<file path="src/rtl/integration_pkg.sv">
// Shared AHB encodings and burst-length lookup used by the arbiter and the master/slave agents.
package integration_pkg;

  typedef enum logic [1:0] {
    TransIdle   = 2'b00,
    TransBusy   = 2'b01,
    TransNonseq = 2'b10,
    TransSeq    = 2'b11
  } htrans_e;

  typedef enum logic [2:0] {
    BurstSingle = 3'd0,
    BurstIncr   = 3'd1,
    BurstWrap4  = 3'd2,
    BurstIncr4  = 3'd3,
    BurstWrap8  = 3'd4,
    BurstIncr8  = 3'd5,
    BurstWrap16 = 3'd6,
    BurstIncr16 = 3'd7
  } hburst_e;

  typedef enum logic [1:0] {
    RespOkay  = 2'b00,
    RespError = 2'b01,
    RespRetry = 2'b10,
    RespSplit = 2'b11
  } hresp_e;

  localparam int unsigned IdxW = 4;
  localparam int unsigned RemW = 5;

  // Beats still to come after the NONSEQ; undefined-length INCR counts as a single beat.
  function automatic logic [RemW-1:0] burst_beats_left(hburst_e burst);
    case (burst)
      BurstIncr4, BurstWrap4:   return 5'd3;
      BurstIncr8, BurstWrap8:   return 5'd7;
      BurstIncr16, BurstWrap16: return 5'd15;
      default:                  return 5'd0;
    endcase
  endfunction

endpackage

</file>
<file path="src/rtl/arb_pick.sv">
// Combinational winner selection: fixed lowest-index priority, or round-robin starting after
// the pointer when ARB_ROUND_ROBIN_EN is defined. With no requester the default master wins.
module arb_pick
  import integration_pkg::*;
#(
  parameter int unsigned NUM_MASTERS    = 4,
  parameter int unsigned DEFAULT_MASTER = 0
) (
  input  logic [NUM_MASTERS-1:0] req,
`ifdef ARB_ROUND_ROBIN_EN
  input  logic [IdxW-1:0]        ptr,
  output logic                   found,
`endif
  output logic [IdxW-1:0]        winner
);

`ifdef ARB_ROUND_ROBIN_EN
  // Two passes: indices above the pointer first, then wrap around to the pointer itself.
  always_comb begin
    found  = 1'b0;
    winner = IdxW'(DEFAULT_MASTER);
    for (int unsigned c = 0; c < NUM_MASTERS; c++) begin
      if (!found && req[c] && (IdxW'(c) > ptr)) begin
        found  = 1'b1;
        winner = IdxW'(c);
      end
    end
    for (int unsigned c = 0; c < NUM_MASTERS; c++) begin
      if (!found && req[c] && (IdxW'(c) <= ptr)) begin
        found  = 1'b1;
        winner = IdxW'(c);
      end
    end
  end
`else
  logic hit;

  always_comb begin
    hit    = 1'b0;
    winner = IdxW'(DEFAULT_MASTER);
    for (int unsigned c = 0; c < NUM_MASTERS; c++) begin
      if (!hit && req[c]) begin
        hit    = 1'b1;
        winner = IdxW'(c);
      end
    end
  end
`endif

endmodule

</file>
<file path="src/rtl/ahb_arbiter.sv">
// AHB bus arbiter: burst/lock-aware grant handover with one-hot hgrant, hmaster and hmastlock.
// Define ARB_ROUND_ROBIN_EN for round-robin selection; fixed priority otherwise.
module ahb_arbiter
  import integration_pkg::*;
#(
  parameter int unsigned NUM_MASTERS    = 4,
  parameter int unsigned DEFAULT_MASTER = 0
) (
  input  logic                   hclk,
  input  logic                   hreset,
  input  logic [NUM_MASTERS-1:0] hbusreq,
  input  logic [NUM_MASTERS-1:0] hlock,
  input  logic [1:0]             htrans,
  input  logic [2:0]             hburst,
  input  logic                   hready,
  input  logic [1:0]             hresp,
  output logic [NUM_MASTERS-1:0] hgrant,
  output logic [3:0]             hmaster,
  output logic                   hmastlock
);

  localparam logic [NUM_MASTERS-1:0] GrantOne = (NUM_MASTERS)'(1);
  localparam logic [IdxW-1:0]        DefIdx   = IdxW'(DEFAULT_MASTER);

  logic [NUM_MASTERS-1:0] hgrant_q;
  logic [IdxW-1:0]        grant_idx_q;
  logic [IdxW-1:0]        hmaster_q;
  logic                   hmastlock_q;
  logic [RemW-1:0]        rem_q, rem_d;
  logic [IdxW-1:0]        win_idx;
  logic                   lock_hold;
  logic                   arb_ok;

`ifdef ARB_ROUND_ROBIN_EN
  logic [IdxW-1:0] ptr_q;
  logic            win_found;
`endif

  arb_pick #(
    .NUM_MASTERS    (NUM_MASTERS),
    .DEFAULT_MASTER (DEFAULT_MASTER)
  ) u_pick (
    .req    (hbusreq),
`ifdef ARB_ROUND_ROBIN_EN
    .ptr    (ptr_q),
    .found  (win_found),
`endif
    .winner (win_idx)
  );

  // An error-class response clears the count on its first cycle so the second cycle can hand over.
  always_comb begin
    rem_d = rem_q;
    if (!hready && (hresp_e'(hresp) != RespOkay)) begin
      rem_d = '0;
    end else if (hready) begin
      case (htrans_e'(htrans))
        TransNonseq: rem_d = burst_beats_left(hburst_e'(hburst));
        TransSeq:    rem_d = (rem_q == '0) ? '0 : rem_q - 5'd1;
        default:     rem_d = rem_q;
      endcase
    end
  end

  // hgrant is one-hot, so the mask picks out the owner's lock request.
  assign lock_hold = |(hlock & hgrant_q);
  assign arb_ok    = hready && !lock_hold &&
                     ((htrans_e'(htrans) == TransIdle) || (rem_d == '0));

  always_ff @(posedge hclk) begin
    if (hreset) begin
      hgrant_q    <= GrantOne << DefIdx;
      grant_idx_q <= DefIdx;
      hmaster_q   <= DefIdx;
      hmastlock_q <= 1'b0;
      rem_q       <= '0;
`ifdef ARB_ROUND_ROBIN_EN
      ptr_q       <= DefIdx;
`endif
    end else begin
      rem_q <= rem_d;
      if (arb_ok) begin
        hgrant_q    <= GrantOne << win_idx;
        grant_idx_q <= win_idx;
`ifdef ARB_ROUND_ROBIN_EN
        if (win_found && (win_idx != grant_idx_q)) ptr_q <= win_idx;
`endif
      end
      if (hready) begin
        hmaster_q   <= grant_idx_q;
        hmastlock_q <= lock_hold;
      end
    end
  end

  assign hgrant    = hgrant_q;
  assign hmaster   = hmaster_q;
  assign hmastlock = hmastlock_q;

endmodule

</file>
<file path="config.mk">
export PLATFORM = sky130hd
export DESIGN_NAME = ahb_arbiter
export DESIGN_NICKNAME = d
export VERILOG_FILES = /design/src/rtl/integration_pkg.sv /design/src/rtl/arb_pick.sv /design/src/rtl/ahb_arbiter.sv
export SDC_FILE = /design/constraint.sdc
export NUM_CORES = 1
export LEC_CHECK = 0
export CORE_MARGIN = 5
export CORE_UTILIZATION = 42
export CTS_BUF_LIST = sky130_fd_sc_hd__clkbuf_8
export DETAILED_ROUTE_END_ITERATION = 16
export GPL_TIMING_DRIVEN = 0
export PLACE_DENSITY = 0.79
export SYNTH_ARGS = -nofsm -noshare
export SYNTH_HDL_FRONTEND = slang
export SYNTH_SLANG_ARGS = --single-unit
</file>
<file path="constraint.sdc">
create_clock -name hclk -period 2 [get_ports hclk]
set_input_delay 0.2 -clock hclk [delete_from_list [all_inputs] [get_ports hclk]]
set_output_delay 0.2 -clock hclk [all_outputs]
set_load 0.005 [all_outputs]
</file>
==> impl_metrics.env, run 1 <==
export IMPL_cp_data_arrival_time_ns=2.15
export IMPL_slew_viol_final=0
export IMPL_ant_nets=0
export IMPL_post_place_cells=146
export IMPL_finalWeightedCongestion=0.816
export IMPL_final_period_utilization_pct=101
export IMPL_ctsHtreeMaxLevel=1
export IMPL_grt_pass1_wl_microns=3660
export IMPL_syn2layout_area_growth_pct=54.4
export IMPL_slowest_delay_ns=0.39
export IMPL_placedInstanceArea_sq_um=1070
export IMPL_final_nets=153
export IMPL_violations="negative setup slack"
export IMPL_start_util_pct=45.3
export IMPL_drt_initial_drc_count=12
export IMPL_cpMaxStageDelayCell="a221o_1"
export IMPL_post_synth_num_cell_types=37
export IMPL_clk_insertion_delay_late_ns=0.24
export IMPL_skew_ns=0.000927
export IMPL_fp_dieW_microns=53.8
export IMPL_grt_overflow=0
export IMPL_stdcell_area_sq_um=1250
export IMPL_cts_sinks=14
export IMPL_dr_pass1_iters=4
export IMPL_grt_pass1_vias=864
export IMPL_synth_seq_area_share_pct=34.7
export IMPL_final_util_pct=69.9
export IMPL_cts_tree="yes"
export IMPL_yosysWarnings=0
export IMPL_stdcell_count=157
export IMPL_cp_end_kind="flip-flop"
export IMPL_port_buffers=22
export IMPL_synth_area_per_cell_sq_um=8.23
export IMPL_crit_chain="inv_4 > ha_4 > buf_6 > nand2b_1 > o211ai_1 > a221o_1 > o31a_1 > mux2_4"
export IMPL_wl_microns=2100
export IMPL_core_sq_um=1780
export IMPL_outcome="complete, but fails checks"
export IMPL_dp_hpwl_microns=1480
export IMPL_worst_slack_ns=-0.0185
export IMPL_holdCritPathClass="reg -> reg"
export IMPL_clockBufferDepth=2
export IMPL_rsz0062_at_grt="yes"
export IMPL_required_ns=2.13
export IMPL_antenna_found_initial=0
export IMPL_clk_pin_slew_ns=0.06
export IMPL_crit_buf_inv=2
export IMPL_fp_dieArea_sq_um=2900
export IMPL_viasPerCell=5.41
export IMPL_cts_buffers=3
export IMPL_path_max_fanout=4
export IMPL_root_buffer="clkbuf_8"
export IMPL_hold_viol_final=0
export IMPL_wl_per_cell_microns=13.4
export IMPL_drc=0
export IMPL_diodes=0
export IMPL_grt_max_degree=11
export IMPL_syn_area_sq_um=807
export IMPL_dieHeight_microns=53.8
export IMPL_max_freq_mhz=495
export IMPL_ir_drop_uv=443
export IMPL_p_leak_nw=0.508
export IMPL_num_vias=850
export IMPL_total_power_mw=0.695
export IMPL_timing_setup_critical_path_class="reg -> reg"
export IMPL_power_density_nw_per_um2=557
export IMPL_synthesis_instances=98
export IMPL_grt_usage_pct=17.3
export IMPL_finalCriticalPeriod_ns=2.02
export IMPL_drv_cap=0
export IMPL_critPathLaunchType="flip-flop"
export IMPL_hold_worst_slack_ns=0.483
export IMPL_io_pins=27
export IMPL_drive_above_1_share_pct=22.0
export IMPL_ys_seq_elements=14
export IMPL_setup_viol_count_final=1
export IMPL_placementRows=15
export IMPL_critical_path_top_delay_family="compound AO/OA/AOI/OAI gates"
## cell families after synthesis
group	synth area share (%)
muxes	6.82
and+or+nand+nor	24.2
other	0.465
DFF	34.7
adders and majority gates	1.55
AOI/OAI and AO/OA	25.6
buffers and inverters	6.67
## worst min-delay path, delay by kind of cell (launching register included)
family,cells,cell delay [ns]
AO/OA/AOI/OAI,2,0.13
flip-flops,1,0.31
## metrics by stage
| stage | worst slack [ns] | TNS, ns |
|---|---|---|
| after floorplan | 0.0399 | 0 |
| after global placement | -0.445 | -1.78 |
| after detailed placement | -0.463 | -1.89 |
| after CTS | -0.0245 | -0.0245 |
| after global routing | -0.0946 | -0.394 |
| final | -0.0185 | -0.0185 |
## area by class of cell
type | count | area (sq um)
multi-input cells | 73 | 544
fillers | 145 | 537
flip-flops and latches | 14 | 285
repair buffers | 30 | 285
clock buffers | 3 | 41.3
well taps | 25 | 31.3
plain buffers | 5 | 30.0
inverters | 7 | 28.8
## flip-flops by register name, summed over array words and instances (netlist names)
signal,flops
rem_q,5
hgrant,4
hmastlock,1
hmaster,2
grant_idx_q,2
## repair_timing
| item | CTS | global route |
|---|---|---|
| gates resized for setup | 12 | 17 |
| endpoints found under the setup margin | 6 | 6 |
| buffers inserted | 5 | 3 |
| pin swaps | 5 | 8 |
| gates cloned | 0 | 0 |
| hold buffers | 0 | 0 |
## synth_stat cells
| master | instances | share of area [%] |
|---|---|---|
| dfxtp_1 | 14 | 35 |
| or3_1 | 1 | 0.78 |
| a211oi_1 | 4 | 3.7 |
| buf_4 | 2 | 1.9 |
| o21ai_0 | 4 | 2.5 |
| conb_1 | 1 | 0.46 |
| a21oi_1 | 2 | 1.2 |
| mux2i_1 | 4 | 5.0 |
| nor2_1 | 14 | 6.5 |
| a2111o_1 | 1 | 1.4 |
| a22oi_1 | 1 | 0.93 |
| nand4_1 | 1 | 0.78 |
| a2111oi_0 | 2 | 2.2 |
| and3_1 | 1 | 0.78 |
| nand3_1 | 3 | 1.9 |
| nor3_1 | 7 | 4.3 |
| nor4bb_1 | 1 | 1.2 |
| mux2_4 | 1 | 1.9 |
| a222oi_1 | 1 | 1.2 |
| nor4b_2 | 1 | 1.9 |
| o21ai_1 | 1 | 0.62 |
| buf_2 | 1 | 0.62 |
| o2111a_1 | 1 | 1.4 |
| a211o_1 | 2 | 2.2 |
| or2_2 | 1 | 0.78 |
| a221o_1 | 1 | 1.2 |
| ha_1 | 1 | 1.6 |
| o211ai_1 | 2 | 1.9 |
| inv_1 | 7 | 3.3 |
| nand2_1 | 4 | 1.9 |
| o31a_1 | 1 | 1.1 |
| o311ai_0 | 3 | 3.3 |
| clkbuf_1 | 2 | 0.93 |
| nor2b_1 | 1 | 0.78 |
| nand2b_1 | 2 | 1.6 |
| a31oi_1 | 1 | 0.78 |
| nand4b_1 | 1 | 1.1 |
## per-layer routing
metal,share of wire [%],GRT usage (%),vias to the layer above
met2,50,30.4,30
met3,7.7,4.16,0
met1,42,20.0,385
met4,0,6.38,0
met5,0,0,-
li1,-,-,435
## final timing paths
check	from	depth (start not counted)	slack, ns	to
setup reg to reg	rem_q[0]	8	-0.02	grant_idx_q[0]
hold reg to reg	grant_idx_q[1]	2	0.48	grant_idx_q[1]
hold / removal	grant_idx_q[1]	2	0.48	grant_idx_q[1]
setup / recovery	rem_q[0]	8	-0.02	grant_idx_q[0]
## where the power goes
| group | switching, mW | internal, mW |
|---|---|---|
| Clock | 0.0925 | 0.133 |
| Combinational | 0.0735 | 0.0961 |
| Sequential | 0.0103 | 0.289 |
## cells in the final DEF (no fill, tap or decap), types with 2 or more instances in the layout
cell type and count:
o21ai_2 3, a211o_1 2, nand2b_1 2, o211ai_1 2, nand2_1 4, clkbuf_1 2
nand3_1 3, mux2i_1 4, dfxtp_1 12, inv_1 5, o311ai_1 2, nor3_1 7
buf_4 9, a21oi_1 2, a211oi_1 3, o21ai_1 2, clkdlybuf4s50_1 20, nor2_1 14
clkbuf_8 3, conb_1 2
(Power assumes the default switching activity.)
==> run 2: changes to the inputs <==
Settings changed: ABC_AREA from default to 1, CORE_UTILIZATION 42 to 43, PLACE_DENSITY 0.79 to 0.77, SKIP_CTS_REPAIR_TIMING from default to 1.
==> run 2 against run 1 <==
Effect of this change: clock-buffer cell count unchanged; flip-flop and latch count unchanged; largest cell class unchanged; the flow now finishes without violations; critical path depth increased by 7; highest routed layer unchanged; core utilization decreased by 10 points; via count decreased by 1.4%.
==> impl_metrics.env, run 2 <==
export IMPL_outcome="finished clean"
export IMPL_antenna_found_initial=0
export IMPL_grt_max_degree=11
export IMPL_crit_chain="inv_1 > ha_1 > nand2_1 > inv_1 > nor2_1 > nand2_1 > nand2_1 > nand2_1 > a21oi_2 > nor2_2 > nand2_2 > nand2_4 > nand2_2 > nand2_1 > a21oi_1"
export IMPL_slowest_delay_ns=0.32
export IMPL_rsz0062_at_grt="no"
export IMPL_synth_area_per_cell_sq_um=6.65
export IMPL_dp_hpwl_microns=1560
export IMPL_fill_cells=201
export IMPL_ys_flop_type="dfxtp_1"
export IMPL_dr_pass1_iters=4
export IMPL_ant_nets=0
export IMPL_yosysWarnings=0
export IMPL_cp_common_cell="nand2_1"
export IMPL_root_buffer="clkbuf_8"
export IMPL_critPathLaunchType="flip-flop"
export IMPL_finalCriticalPeriod_ns=1.73
export IMPL_diodes=0
export IMPL_path_max_fanout=9
export IMPL_fin_tns_setup_ns=0
export IMPL_ir_drop_uv=427
export IMPL_power_density_nw_per_um2=612
export IMPL_r2r_slack_ns=0.27
export IMPL_largest_register="rem_q"
export IMPL_drt_initial_drc_count=16
export IMPL_synth_largest_area_cell="dfxtp_1"
export IMPL_wl_microns=1890
export IMPL_final_period_utilization_pct=86.6
export IMPL_cts_sinks=14
export IMPL_grt_pass1_wl_microns=3180
export IMPL_grt_pass1_vias=793
export IMPL_io_pins=27
export IMPL_cp_data_arrival_time_ns=1.90
export IMPL_stdcell_area_sq_um=1150
export IMPL_p_leak_nw=0.525
export IMPL_syn2layout_area_growth_pct=33.7
export IMPL_synth_seq_area_share_pct=32.7
export IMPL_post_synth_num_cell_types=25
export IMPL_finalWeightedCongestion=0.801
export IMPL_cts_buffers=3
export IMPL_synthesis_instances=129
export IMPL_placementRows=16
export IMPL_setup_viol_count_final=0
export IMPL_final_common_cell="nand2_1"
export IMPL_ys_seq_elements=14
export IMPL_largest_reg_flops=5
export IMPL_synth_most_common_cell="nand2_1"
export IMPL_placedInstanceArea_sq_um=1110
export IMPL_grt_overflow=0
export IMPL_cpMaxStageDelayCell="dfxtp_1"
export IMPL_wl_per_cell_microns=10.4
export IMPL_final_nets=175
export IMPL_timing_setup_critical_path_class="reg -> reg"
export IMPL_mostFrequentLayoutCells="nand2_1 (33), clkdlybuf4s50_1 (21), nor2_1 (17)"
export IMPL_clockBufferDepth=2
export IMPL_ctsHtreeMaxLevel=1
export IMPL_num_vias=838
export IMPL_drv_cap=0
export IMPL_synth_area_leaders="dfxtp_1 (33%), nand2_1 (14%), nor2_1 (7.4%), a21oi_1 (5.8%), nand3_1 (5.2%)"
export IMPL_hold_viol_final=0
export IMPL_synth_edff_count=0
export IMPL_async_flop_share_pct=0
export IMPL_dieHeight_microns=54.7
export IMPL_viasPerCell=4.63
export IMPL_drc=0
export IMPL_cp_end_kind="flip-flop"
export IMPL_drive_above_1_share_pct=17.5
export IMPL_syn_area_sq_um=858
export IMPL_fp_dieW_microns=54.7
export IMPL_fp_dieArea_sq_um=2990
export IMPL_slew_viol_final=0
export IMPL_core_sq_um=1920
export IMPL_cts_tree="yes"
export IMPL_synth_common_cells="nand2_1 (33), nor2_1 (17), dfxtp_1 (14)"
export IMPL_max_freq_mhz=578
export IMPL_clk_insertion_delay_late_ns=0.23
export IMPL_holdCritPathClass="in -> reg"
export IMPL_total_power_mw=0.702
export IMPL_synth_top_area_share_pct=32.7
export IMPL_grt_usage_pct=14.2
export IMPL_skew_ns=0.00239
export IMPL_clk_pin_slew_ns=0.05
export IMPL_start_util_pct=44.7
export IMPL_required_ns=2.17
export IMPL_port_buffers=21
-- run 2: path summary, 6_finish.rpt --
| kind | from | to | depth (start not counted) |
|---|---|---|---|
| max | rem_q[0] | hgrant[2] | 15 |
| min | hready | rem_q[0] | 3 |
| max reg2reg | rem_q[0] | hgrant[2] | 15 |
| min reg2reg | grant_idx_q[1] | grant_idx_q[1] | 2 |
-- run 2: layer usage --
metal	up-vias	routed length [microns]	global-route usage, %
met5	-	0	0
met4	0	0	2.49
met3	0	124	3.54
met2	23	960	27.2
met1	361	800	15.5
li1	454	-	-
-- run 2: where the power goes --
group | switching (mW) | internal (mW) | total [mW]
combinational | 0.0927 | 0.0871 | 0.180
clock | 0.0829 | 0.132 | 0.215
sequential | 0.0122 | 0.295 | 0.307
-- run 2: final cells by class --
cell class	instances	area, sq um	share of cell area [%]
Buffer	4	30.0	2.62
Clock buffer	3	41.3	3.60
Inverter	17	63.8	5.56
Multi-Input combinational cell	95	488	42.5
Sequential cell	14	280	24.4
Tap cell	27	33.8	2.94
Timing Repair Buffer	21	210	18.3
-- run 2: per-stage QoR --
step / hold WS [ns] / setup WS, ns / util, % / instances
6_report: 0.277 / 0.268 / 59.7 / 181
3_5_place_dp: 0.473 / 0.0948 / 57.6 / 178
2_1_floorplan: 0.387 / 0.455 / - / 130
4_1_cts: 0.274 / 0.243 / 59.7 / 181
3_3_place_gp: 0.461 / 0.132 / 57.6 / 178
5_1_grt: 0.288 / 0.0326 / 59.7 / 181
-- run 2: kinds of logic after synthesis --
group	share of synthesized area, %
and+or+nand+nor	39.8
adders and majority gates	1.46
other	0.437
DFF	32.7
AOI/OAI and AO/OA	14.7
buffers and inverters	10.9
-- run 2: critical path, delay by kind of cell (launching register included) --
kind                     cells  cell delay (ns)
adder cells (fa/ha/maj)      1             0.25
buffers and inverters        2             0.12
AO/OA/AOI/OAI                2             0.27
flip-flops                   1             0.32
AND/OR/NAND/NOR             10             0.71
==> run 3: changes to the inputs <==
Settings changed: SLEW_MARGIN from default to 20.
==> results of run 3 <==
No change in the layout: final DEF, timing and power equal those of run 2.
